**config.mk**
```make
export PLATFORM = sky130hd
export DESIGN_NAME = nibble_serial_adder
export DESIGN_NICKNAME = d
export VERILOG_FILES = /design/src/rtl/adder_pkg.sv /design/src/rtl/fulladder4b.sv /design/src/rtl/nibble_serial_adder.sv
export SDC_FILE = /design/constraint.sdc
export NUM_CORES = 1
export LEC_CHECK = 0
export CORE_UTILIZATION = 50
export DETAILED_ROUTE_END_ITERATION = 10
export DONT_BUFFER_PORTS = 1
export GPL_ROUTABILITY_DRIVEN = 0
export HOLD_SLACK_MARGIN = 0.15
export SLEW_MARGIN = 20
export SYNTH_ARGS = -nofsm -noshare
export SYNTH_HDL_FRONTEND = slang
export SYNTH_HIERARCHICAL = 1
export SYNTH_SLANG_ARGS = --single-unit
export TNS_END_PERCENT = 5
```
**constraint.sdc**
```tcl
create_clock -name CLK -period 3.6 [get_ports CLK]
set_clock_uncertainty 0.2 [all_clocks]
set_input_delay 0.54 -clock CLK [delete_from_list [all_inputs] [get_ports CLK]]
set_output_delay 0.54 -clock CLK [all_outputs]
set_load 0.01 [all_outputs]
```
**src/rtl/adder_pkg.sv**
```systemverilog
// rtl/adder_pkg.sv - shared constants for the nibble-serial adder
package adder_pkg;

  localparam int NIBBLE_W = 4;

  typedef enum logic [1:0] {
    ST_IDLE = 2'b00,
    ST_RUN  = 2'b01,
    ST_DONE = 2'b10
  } state_t;

endpackage

```
**src/rtl/fulladder4b.sv**
```systemverilog
// rtl/fulladder4b.sv - 4-bit combinational adder with carry in/out
module fulladder4b (
  input  logic [3:0] X,
  input  logic [3:0] Y,
  input  logic       CARRY_IN,
  output logic [3:0] SUM,
  output logic       CARRY_OUT
);

  assign {CARRY_OUT, SUM} = {1'b0, X} + {1'b0, Y} + {4'b0000, CARRY_IN};

endmodule

```
**src/rtl/nibble_serial_adder.sv**
```systemverilog
// rtl/nibble_serial_adder.sv - wide adder built from one 4-bit adder, one nibble per clock
module nibble_serial_adder
  import adder_pkg::*;
#(
  parameter int NIBBLES = 4
) (
  input  logic                    CLK,
  input  logic                    RST,
  input  logic                    IN_VALID,
  output logic                    IN_READY,
  input  logic [4*NIBBLES-1:0]    A,
  input  logic [4*NIBBLES-1:0]    B,
  input  logic                    CIN,
  output logic                    OUT_VALID,
  input  logic                    OUT_READY,
  output logic [4*NIBBLES-1:0]    RESULT,
  output logic                    COUT,
  output logic                    OVF
);

  localparam int W     = NIBBLE_W * NIBBLES;
  localparam int IDX_W = (NIBBLES > 1) ? $clog2(NIBBLES) : 1;
  localparam logic [IDX_W-1:0] IDX_LAST = IDX_W'(NIBBLES - 1);

  state_t             state;
  logic [IDX_W-1:0]   idx;
  logic               carry_q;
  logic [W-1:0]       a_q;
  logic [W-1:0]       b_q;
  logic [NIBBLE_W-1:0] nib_sum;
  logic               nib_cout;
  logic               ovf_next;

  fulladder4b u_nibble (
    .X         (a_q[{idx, 2'b00} +: NIBBLE_W]),
    .Y         (b_q[{idx, 2'b00} +: NIBBLE_W]),
    .CARRY_IN  (carry_q),
    .SUM       (nib_sum),
    .CARRY_OUT (nib_cout)
  );

  // Signed overflow: operands agree in sign but the top nibble's sign bit disagrees.
  assign ovf_next = (a_q[W-1] == b_q[W-1]) && (nib_sum[NIBBLE_W-1] != a_q[W-1]);
  assign IN_READY = (state == ST_IDLE);

  always_ff @(posedge CLK or posedge RST) begin
    if (RST) begin
      state     <= ST_IDLE;
      idx       <= '0;
      carry_q   <= 1'b0;
      a_q       <= '0;
      b_q       <= '0;
      RESULT    <= '0;
      COUT      <= 1'b0;
      OVF       <= 1'b0;
      OUT_VALID <= 1'b0;
    end else begin
      case (state)
        ST_IDLE: begin
          OUT_VALID <= 1'b0;
          if (IN_VALID) begin
            a_q     <= A;
            b_q     <= B;
            carry_q <= CIN;
            idx     <= '0;
            state   <= ST_RUN;
          end
        end
        ST_RUN: begin
          RESULT[{idx, 2'b00} +: NIBBLE_W] <= nib_sum;
          carry_q <= nib_cout;
          if (idx == IDX_LAST) begin
            COUT      <= nib_cout;
            OVF       <= ovf_next;
            OUT_VALID <= 1'b1;
            state     <= ST_DONE;
          end else begin
            idx <= idx + 1'b1;
          end
        end
        ST_DONE: begin
          if (OUT_READY) begin
            OUT_VALID <= 1'b0;
            state     <= ST_IDLE;
          end
        end
        default: begin
          OUT_VALID <= 1'b0;
          state     <= ST_IDLE;
        end
      endcase
    end
  end

endmodule

```
# == Word level (Yosys, flattened, before mapping) ==
# Cells that the tools add are included.
# totals
regBits,56
output_inout_bits,20
wordCells,48
# classes
add_sub_neg,4
eq_ne,9
shift,4
mux,13
n_reduce_logical,9
# op_table
cell,count
16-bit by 5-bit variable part select with 4-bit output,2
16-bit bitwise mux,1
4-bit by 6-bit variable shift with 16-bit output (first input constant),1
4-bit by 6-bit variable part select with 16-bit output,1
2-bit 2-to-1 mux,5
2-bit inequality test (second input constant),4
2-bit AND reduction,4
4-bit negation with 6-bit output,1
2-bit case mux with 3 select lines,1
3-bit AND reduction,2
4-bit by 4-bit adder with 5-bit output,1
5-bit by 1-bit adder with 5-bit output,1
2-bit == test (second input constant),2
1-bit case mux with 2 select lines,2
2-bit case mux with 2 select lines,1
1-bit 2-to-1 mux,3
2-bit by 1-bit adder with 2-bit output (second input constant),1
2-bit by 1-bit == test with 1-bit output (second input constant),1
2-bit logical NOT,1
2-bit nonzero test,1
1-bit == test,1
1-bit logical AND,1
1-bit inequality test,1

# == Depth between registers and ports, before layout ==
# Gate-level depths: netlist of run 1.
# depth
depth_word,5
depth_mapped,10

# == By module ==
# The synthesis of run 1 kept the hierarchy.
# modules_own_cells
mod,n_inst,cells_per_inst,area_per_inst_um2,seq_area_each_um2
nibble_serial_adder,1,178,2555.0,1401.3
fulladder4b,1,16,143.9,0.0

# == Worst setup path after synthesis of run 1 ==
# No wires, ideal clock.
# synth_path
path_kind,register -> register
startpoint,register idx[0]
endpoint,register OVF
setup_time_ns,0.125
arrival_ns,2.571
required_time_ns,3.275
slack_ns,0.705
path_stages_with_launch,9
path_cell_list,dfrtp_1 > buf_6 > mux4_2 > fa_1 > a21o_1 > a21oi_2 > xnor2_1 > o22ai_1 > mux2_2
# synth_between
elab_chain_cells,5
word_cells_on_any_way,8
classes_between,2 x add/sub; 2 x eq/ne; 2 x shift; 2 x reduce/logical
# synth_rtl
item,line,text
start: declaration,nibble_serial_adder.sv:26,logic [IDX_W-1:0] idx;
start signal: assignment,nibble_serial_adder.sv:78,idx <= idx + 1'b1;
"16-bit by 5-bit variable part select with 4-bit output, on equally long branches","nibble_serial_adder.sv:35, nibble_serial_adder.sv:36",
4-bit by 4-bit adder with 5-bit output *,fulladder4b.sv:10,"assign {CARRY_OUT, SUM} = {1'b0, X} + {1'b0, Y} + {4'b0000, CARRY_IN};"
5-bit by 1-bit adder with 5-bit output *,fulladder4b.sv:10,
named net nib_sum[3],nibble_serial_adder.sv:30,logic [NIBBLE_W-1:0] nib_sum;
1-bit inequality test *,nibble_serial_adder.sv:43,assign ovf_next = (a_q[W-1] == b_q[W-1]) && (nib_sum[NIBBLE_W-1] != a_q[W-1]);
1-bit logical AND *,nibble_serial_adder.sv:43,
end signal: assignment,nibble_serial_adder.sv:74,OVF <= ovf_next;
end: declaration,nibble_serial_adder.sv:18,output logic OVF
# Mark *: on every way through the listed nets, which the timed path passes. The rest lies on a longest branch.
# A chain may end at the register's enable or synchronous reset.

# == Worst setup path in the final report of run 1 ==
# Same ends and word-level chain as after synthesis.

==> results of run 1 <==
layout make-up:
type	count	area, sq um
Multi-Input combinational cell	123	1204
Timing Repair Buffer	12	115.1
Sequential cell	56	1401
Clock inverter	3	23.77
Fill cell	447	2208
Inverter	8	31.28
Clock buffer	5	68.82
Tap cell	70	87.58
layer usage:
metal,global-route usage [%],share of wire [%],up-vias
met4,6.584,1.8,0
li1,-,-,721
met1,25.24,43,761
met3,5.820,5.6,8
met2,30.75,49,43
met5,0,0,-
cell families after synthesis:
group | share of synthesized area (%)
fa+ha+maj | 5.656
compound gates | 6.166
mux | 21.28
simple gates | 10.85
xor+xnor | 0.6492
buf+inv | 3.477
flops | 51.92
path summary, 6_finish.rpt:
| check | from | cells past startpoint | slack [ps] | end |
|---|---|---|---|---|
| setup / recovery | idx[0] | 8 | 510 | OVF |
| hold / removal | A[10] | 1 | 160 | a_q[10] |
| setup reg to reg | idx[0] | 8 | 510 | OVF |
| hold reg to reg | a_q[11] | 1 | 320 | a_q[11] |
| max in group asynchronous | RST | 2 | 2010 | COUT |
| min in group asynchronous | RST | 2 | 640 | RESULT[8] |
critical path, stage by stage, from the launching register on:
cell	delay (ps)
dfrtp_1	660
buf_4	270
mux4_2	530
ha_1	310
a21o_1	170
a21oi_2	140
xnor2_1	260
o22ai_1	160
mux2_2	270
layout by cell type (no fill, tap or decap), types with 2 or more instances in the layout:
cell type,synthesis,layout
dfrtp_1,56,56
mux2_2,33,33
nand2_1,21,21
dlygate4sd3_1,0,10
a22o_1,9,9
ha_1,9,9
o21ai_0,8,8
mux4_2,8,8
inv_1,8,7
nor2_1,5,5
clkbuf_8,0,5
o21ai_1,4,4
nand3b_1,3,3
nor3b_4,2,2
nand2b_1,2,2
nor4b_4,2,2
mux2_1,2,2
clkinvlp_4,0,2
buf_4,2,2
xnor2_1,2,2
fa_1,2,2
where the power goes:
group          internal (mW)  switching, mW
Sequential             0.911          0.291
Combinational          0.753          0.781
Clock                  0.138          0.207
Total                   1.80           1.28
timing repair:
item,CTS,global route
gates resized for setup,0,0
setup buffers,0,0
hold endpoints to repair,1,24
hold buffers,1,9
flip-flops by register name, indices dropped and copies added (netlist names):
name,cells
OUT_VALID,1
RESULT,16
idx,2
state,2
b_q,16
carry_q,1
OVF,1
COUT,1
a_q,16
per-stage QoR:
step | std cells | cell area [sq um] | hold WS, ps | worst slack [ps] | power (mW)
final | 277 | 2932 | 164.2 | 513.1 | 3.081
after global routing | 277 | 2932 | 148.2 | 295.3 | 3.323
after CTS | 268 | 2840 | 157.9 | 466.1 | 3.104
after detailed placement | 259 | 2738 | 297.1 | 508.4 | 2.758
after global placement | 259 | 2738 | 275.6 | 577.4 | 2.703
after floorplan | 194 | 2699 | 252.4 | 704.8 | 2.405
==> run_results.csv, run 1 <==
group,metric,value,unit
yosys,synth_area,0.002699,sq mm
yosys,synth_top_area_cell,"dfrtp_1",
sta,fin_crit_sh,85.75,%
yosys,synth-main-ff-cell,"dfrtp_1",
yosys,ys_seq_area_share,51.92,%
route,drt_iter0_markers,44,
floorplanning,die_h,75.47,microns
final_layout,drive_gt1_share,28.99,%
sta,max_clock_freq,323.9,MHz
yosys,syn_area_per_cell,13.91,sq um
route,vias,1533,
critical_path,cp.arrival,3090,ps
floorplanning,num_rows,26,
floorplanning,die_area,0.005696,sq mm
global_routing,grt_max_degree,57,
clocking,cts_tree,"yes",
sta,finalHoldViolCount,0,
route,vias_per_cell,5.534,
floorplanning,die_w,75.47,microns
global_routing,grt_pass1_vias,1559,
clocking,clk_path_buf_depth,2,
yosys,yosysMostFrequentCell,"dfrtp_1",
final_layout,nNetsFinal,254,
sta,fin_tns_setup,0,ps
route,drt_pass1_iterations,4,
yosys,syn-num-nets,242,
floorplanning,io_pins,57,
clocking,insertion_delay,310,ps
final_layout,antenna_cells,0,
yosys,synth_top_cell_area_share,51.92,%
global_routing,grt.total_usage,19.26,%
sta,rsz0062_at_grt,"false",
yosys,async_reset_ff_share,100.0,%
critical_path,required,3600,ps
critical_path,end_kind,"flip-flop",
run_status,status,"complete, no violations",
floorplanning,start_util,52.51,%
yosys,synthCells,194,
final_layout,final_util,57.04,%
route,routedWlPerCell,17.65,microns
yosys,synth_edf_count,0,
yosys,synthTopCellsByArea,"dfrtp_1, mux2_2, mux4_2, ha_1, a22o_1",
clocking,numCtsBuffers,5,
route,drt.antenna.violating_nets,0,
placed_design,portBuffers,0,
clocking,cts_num_sinks,56,
global_routing,overflow,0,
critical_path,crit_path_max_fanout,10,
clocking,clock-root-buffer,"clkbuf_8",
hold_path,hold_path_class,"in2reg",
sta,drv_slew,0,
sta,finalSetupViolCount,0,
global_routing,antenna_found_initial,0,
yosys,ys_warn_count,6,
yosys,yosysUniqueCellTypes,31,
sta,min_period,3087,ps
floorplanning,core,0.005140,sq mm
yosys,synth_seq_cells,56,
yosys,synth_common_cells,"dfrtp_1, mux2_2, nand2_1",
sta,worst_pin_slew,910.9,ps
power,power.leakage,1.268,nW
global_routing,grt_pass1_wl,7.831,mm
clocking,cts.htree.levels,2,
critical_path,setup.worst_path.class,"reg2reg",
flow_run,cap_violations,0,
final_layout,areaGrowthSynthToFinish,8.623,%
route,wl,4.889,mm
power,irDropWorstVdd,521.3,uV
route,drc,0,
placed_design,hpwl,3.656,mm
critical_path,critPathLaunchType,"flip-flop",
clocking,path_clk_slew,100,ps
power,cellPowerDensity,1051,mW/mm^2
sta,slew_headroom,39.20,%
Note: power is estimated with default switching activity, not from simulation.
==> run 2, diff against run 1 <==
Settings changed: SYNTH_HIERARCHICAL 1 to default.
==> run 2 against run 1 <==
Flip-flop and latch count unchanged. Area after synthesis is 4.7% lower. Critical endpoint is now RESULT[2]. Sequential power hardly changed. Sequential share of layout area up 1.3 points. Fmax decreased by 1.6%.
==> run_results.csv, run 2 <==
group,metric,value,unit
run_status,status,"complete, no violations",
route,wl,4.743,mm
clocking,clock-root-buffer,"clkbuf_8",
final_layout,multi_input_comb_area,0.001096,sq mm
floorplanning,start_util,53.03,%
global_routing,grt.total_usage,19.57,%
final_layout,layout_common_cells,"dfrtp_1, mux2_1, a22o_1",
yosys,yosysMostFrequentCell,"dfrtp_1",
critical_path,end_kind,"flip-flop",
yosys,synth_seq_cells,56,
global_routing,antenna_found_initial,0,
critical_path,required,3620,ps
floorplanning,io_pins,57,
flow_run,cap_violations,0,
critical_path,ff2ff_setup_slack,460,ps
critical_path,critPathLaunchType,"flip-flop",
route,vias_per_cell,5.692,
yosys,synthMuxAreaShare,21.46,%
power,power.leakage,1.252,nW
global_routing,grt_max_degree,57,
route,drc,0,
yosys,synth_xor_area_share,0.3406,%
final_layout,areaGrowthSynthToFinish,11.00,%
placed_design,hpwl,3.535,mm
sta,finalHoldViolCount,0,
yosys,synth_top_cell_area_share,54.50,%
clocking,numCtsBuffers,5,
yosys,synth_top_area_cell,"dfrtp_1",
clocking,cts_resized,0,
power,irDropWorstVdd,440.8,uV
clocking,clk_path_buf_depth,2,
sta,rsz0062_at_grt,"false",
yosys,synth_common_cells,"dfrtp_1, mux2_1, a22o_1",
route,drt_iter0_markers,72,
final_layout,drive_gt1_share,11.06,%
yosys,synth-main-ff-cell,"dfrtp_1",
sta,worst_pin_slew,930.0,ps
critical_path,r2r_end,"RESULT[2]",
global_routing,overflow,0,
yosys,syn-num-nets,231,
sta,min_period,3136,ps
floorplanning,die_w,73.71,microns
yosys,synthSimpleGateAreaFrac,6.667,%
clocking,postCtsSetupBuffers,0,
yosys,synth_top_family_by_area,"multiplexers",
yosys,synthTopCellsByArea,"dfrtp_1, mux2_1, mux4_2, a22o_1, ha_1",
yosys,yosysUniqueCellTypes,30,
yosys,ys_warn_count,0,
floorplanning,num_rows,25,
yosys,yosys.area_share.adder,5.937,%
yosys,ys_seq_area_share,54.50,%
sta,fin_tns_setup,0,ps
sta,slew_headroom,37.93,%
clocking,path_clk_slew,100,ps
route,drt.antenna.violating_nets,0,
sta,finalSetupViolCount,0,
final_layout,antenna_cells,0,
sta,fin_crit_sh,87.12,%
clocking,cts_tree,"yes",
critical_path,r2r_cells,6,
final_layout,fillerInstances,400,
placed_design,portBuffers,0,
final_layout,reg.largest.list,"RESULT x16, a_q x16, b_q x16",
clocking,insertion_delay,310,ps
power,p_total,2.982,mW
sta,max_clock_freq,318.8,MHz
yosys,synth_compound_area_share,8.224,%
yosys,async_reset_ff_share,100.0,%
hold_path,hold_path_class,"in2async",
critical_path,crit_path_max_fanout,13,
final_layout,register_area,0.001401,sq mm
sta,drv_slew,0,
critical_path,crit_end,"RESULT[2]",
yosys,synthCells,183,
critical_path,startpoint,"idx[0]",
floorplanning,die_h,73.71,microns
critical_path,r2r_start,"idx[0]",
route,routedWlPerCell,17.83,microns
route,vias,1514,
global_routing,grt_pass1_wl,7.824,mm
yosys,syn_area_per_cell,14.05,sq um
critical_path,setup.worst_path.class,"reg2reg",
global_routing,grt_pass1_vias,1631,
yosys,synth_edf_count,0,
route,drt_pass1_iterations,4,
clocking,cts.htree.levels,2,
critical_path,cp.arrival,3160,ps
floorplanning,core,0.004848,sq mm
power,cellPowerDensity,1045,mW/mm^2
yosys,synth_area,0.002571,sq mm
final_layout,nNetsFinal,246,
final_layout,layout_commonest_cell,"dfrtp_1",
clocking,cts_num_sinks,56,
floorplanning,die_area,0.005433,sq mm
run 2: cell count changes in the layout (fill, tap and decap cells not counted), sizes merged, moves of 3 or more:
cell         delta
nand3           +3
nand2           -9
o21ai           -8
dlygate4sd3     +3
nand3b          -4
nor4b           -3
nor2            +5
inv             -4
a22o            +7
run 2: kinds of logic after synthesis:
group | after synthesis
AOI/OAI and AO/OA | 27
xor gates and xnor gates | 1
adders and majority gates | 11
buffers and inverters | 12
DFF | 56
muxes | 41
and+or+nand+nor | 35
run 2: layer usage:
layer  vias up  track usage (%)  routed length (microns)
li1        698                -                        -
met1       758            25.00                     1987
met2        50            30.68                     2353
met3         8            7.133                      329
met4         0            7.051                       72
met5         -                0                        0
run 2: final cells by class:
type	count	share of cell area, %
Clock buffer	6	2.543
Clock inverter	2	1.228
Tap cell	67	2.937
Sequential cell	56	49.10
Inverter	5	0.7014
Timing Repair Buffer	15	5.085
Multi-Input combinational cell	115	38.40
run 2: worst min-delay path by stage:
| stage | start | to | cells past startpoint |
|---|---|---|---|
| floorplan | a_q[8] | a_q[8] | 1 |
| global placement | a_q[8] | a_q[8] | 1 |
| detailed placement | a_q[14] | a_q[14] | 1 |
| CTS | B[13] | b_q[13] | 1 |
| global route | A[12] | a_q[12] | 1 |
| finish | RST | a_q[10] | 1 |
run 2: critical path, stage by stage (launching register included):
cell and delay [ps]:
dfrtp_1 760, mux4_2 620, fa_1 440, fa_1 420
xor2_1 330, nand3_1 130, o21ai_1 150
run 2: report_power, final:
group / leakage (nW) / switching (mW) / internal (mW)
Sequential: 0.696 / 0.274 / 0.924
Clock: 0.0552 / 0.190 / 0.207
Combinational: 0.501 / 0.749 / 0.638
run 2: metrics by stage:
step                hold WS (ps)  setup WS [ps]  instance area, sq um  util (%)  cells
floorplan                  252.4          774.6                  2571         -    183
global placement           262.0          568.2                  2615     53.94    245
detailed placement         273.1          451.7                  2615     53.94    245
CTS                        150.8          385.7                  2783     57.39    259
global route               150.1          254.3                  2854     58.86    266
finish                     84.75          463.7                  2854     58.86    266
run 2: timing repair:
| action | in CTS | in global routing |
|---|---|---|
| hold buffers | 6 | 7 |
| setup endpoints to repair | 0 | 0 |
| endpoints found under the hold margin | 6 | 7 |
==> run 3, diff against run 2 <==
Settings changed: TNS_END_PERCENT 5 to 20.
==> results of run 3 <==
No change in the layout: final DEF, timing and power equal those of run 2.
==> variant: new RTL, config.mk and constraints of run 1 <==
Re-encode `state_t` (3 states) as one-hot, 3 bits wide.
--- a/src/rtl/adder_pkg.sv
+++ b/src/rtl/adder_pkg.sv
@@ -3,10 +3,10 @@
 
   localparam int NIBBLE_W = 4;
 
-  typedef enum logic [1:0] {
-    ST_IDLE = 2'b00,
-    ST_RUN  = 2'b01,
-    ST_DONE = 2'b10
+  typedef enum logic [2:0] {
+    ST_IDLE = 3'b001,
+    ST_RUN  = 3'b010,
+    ST_DONE = 3'b100
   } state_t;
 
 endpackage
Check against the original RTL: no difference found for any inputs over 10 cycles, from zero or initial values and one cycle with RST high; not proved beyond that.
==> variant against run 1 <==
Non-clock buffer count is 21 higher; routed wire length is 9.2% higher; final area increased by 14%; synthesized area rose by 4.9%; first-iteration DRC count rose to 2.8 times the old value; worst setup slack improved by 130 ps; power fell by 14%; die area rose by 4.7%; sequential cell count rose by 1; critical path depth unchanged.
==> variant: results (changes against run 1) <==
The run gives 2970 ps (was 3090 ps) as the arrival time of the worst setup path. The register-to-register setup slack came out at 640 ps (was 510 ps). The tools report the startpoint of the lowest-slack hold path as B[2] (was A[10]). The clock slew seen by the registers of the worst setup and hold paths works out to 60 ps (was 100 ps). The maximum fanout along the worst path is 7 (was 10). The number of global-route vias before repair is 1889 (was 1559), and the violation count after the first detailed-routing iteration is 125 (was 44). The logs give 9100 µm (was 7830 µm) for the first-pass GRT wire length and 20.1% (was 19.3%) for the all-layer global routing usage. The maximum number of pins on one net before global-route repair came out at 39 (was 57). The routed via count divided by cell count is 5.54 (was 5.53). The average detailed-routed wire length per instance is 16.4 µm (was 17.6 µm), and the sum of net half-perimeters after detailed placement is 3840 µm (was 3660 µm). Share of total power in the clock network: 21.1% (was 11.2%). The slowest library cell on the worst path is mux4_2 (was dfrtp_1). The number of detailed-routing iterations run before antenna repair was 5 (was 4). The delay of the slowest cell on the worst path works out to 570 ps (was 660 ps). The run gives 900 µW (was 1280 µW) as the switching component of the power. The reported combinational group power was 1040 µW (was 1530 µW); the number of clock buffers inserted by TritonCTS was 9 (was 5).

The share of the synthesized area in compound gates (AO/OA/AOI/OAI) works out to 7.38% (was 6.17%). The area share of fa/ha/maj cells after synthesis was 5.39% (was 5.66%). The number of unique standard cell types used by synthesis was 37 (was 31).

The post-synthesis share of cell area spent on xor and xnor gates is 0.619% (was 0.649%), and the total nets after synthesis is 266 (was 242). The tools report the clock latency at the later pin of the worst-skew pair as 330 ps (was 310 ps). The leakage power of the design is 0.00141 µW (was 0.00127 µW). Wire length after detailed routing: 5340 µm (was 4890 µm).

The fraction of synthesized area in multiplexers came out at 21.0% (was 21.3%). The run finished with clean final reports. Terminating pin of the worst hold path: b_q[2] (was a_q[10]). The logs give 279 (was 259) for the count of placed standard cells including taps and 3 (was 2) for the level count of the clock H-tree. Post-synth top cells: dfrtp_1, mux2_2, nand2_1, o21ai_0 (was dfrtp_1, mux2_2, nand2_1, a22o_1, ha_1). The worst max-slew margin expressed relative to the limit came out at 47.6% (was 39.2%).
## variant: layout make-up
class | instances | area (µm²)
Fill cell | 450 | 2140
Sequential cell | 57 | 1430
Multi-Input combinational cell | 138 | 1260
Timing Repair Buffer | 33 | 323
Clock buffer | 14 | 183
Tap cell | 72 | 90.1
Inverter | 9 | 33.8
Clock inverter | 2 | 10.0
## variant: stage by stage
| step | hold slack [ps] | total power, µW | worst slack, ps | util [%] | instance area (µm²) |
|---|---|---|---|---|---|
| floorplan | 275 | 1920 | 625 | - | 2830 |
| global placement | 285 | 2060 | 674 | 51.9 | 2840 |
| detailed placement | 295 | 2110 | 606 | 51.9 | 2840 |
| CTS | 154 | 2700 | 596 | 60.7 | 3320 |
| global route | 156 | 2870 | 405 | 60.9 | 3330 |
| finish | 168 | 2660 | 640 | 60.9 | 3330 |
## variant: routing by layer
layer	global-route usage (%)	up-vias	part of all wire, %
met5	0	-	0
met4	11.3	0	1.9
met3	4.88	11	6.7
met2	31.7	70	49
met1	25.3	887	42
li1	-	834	-
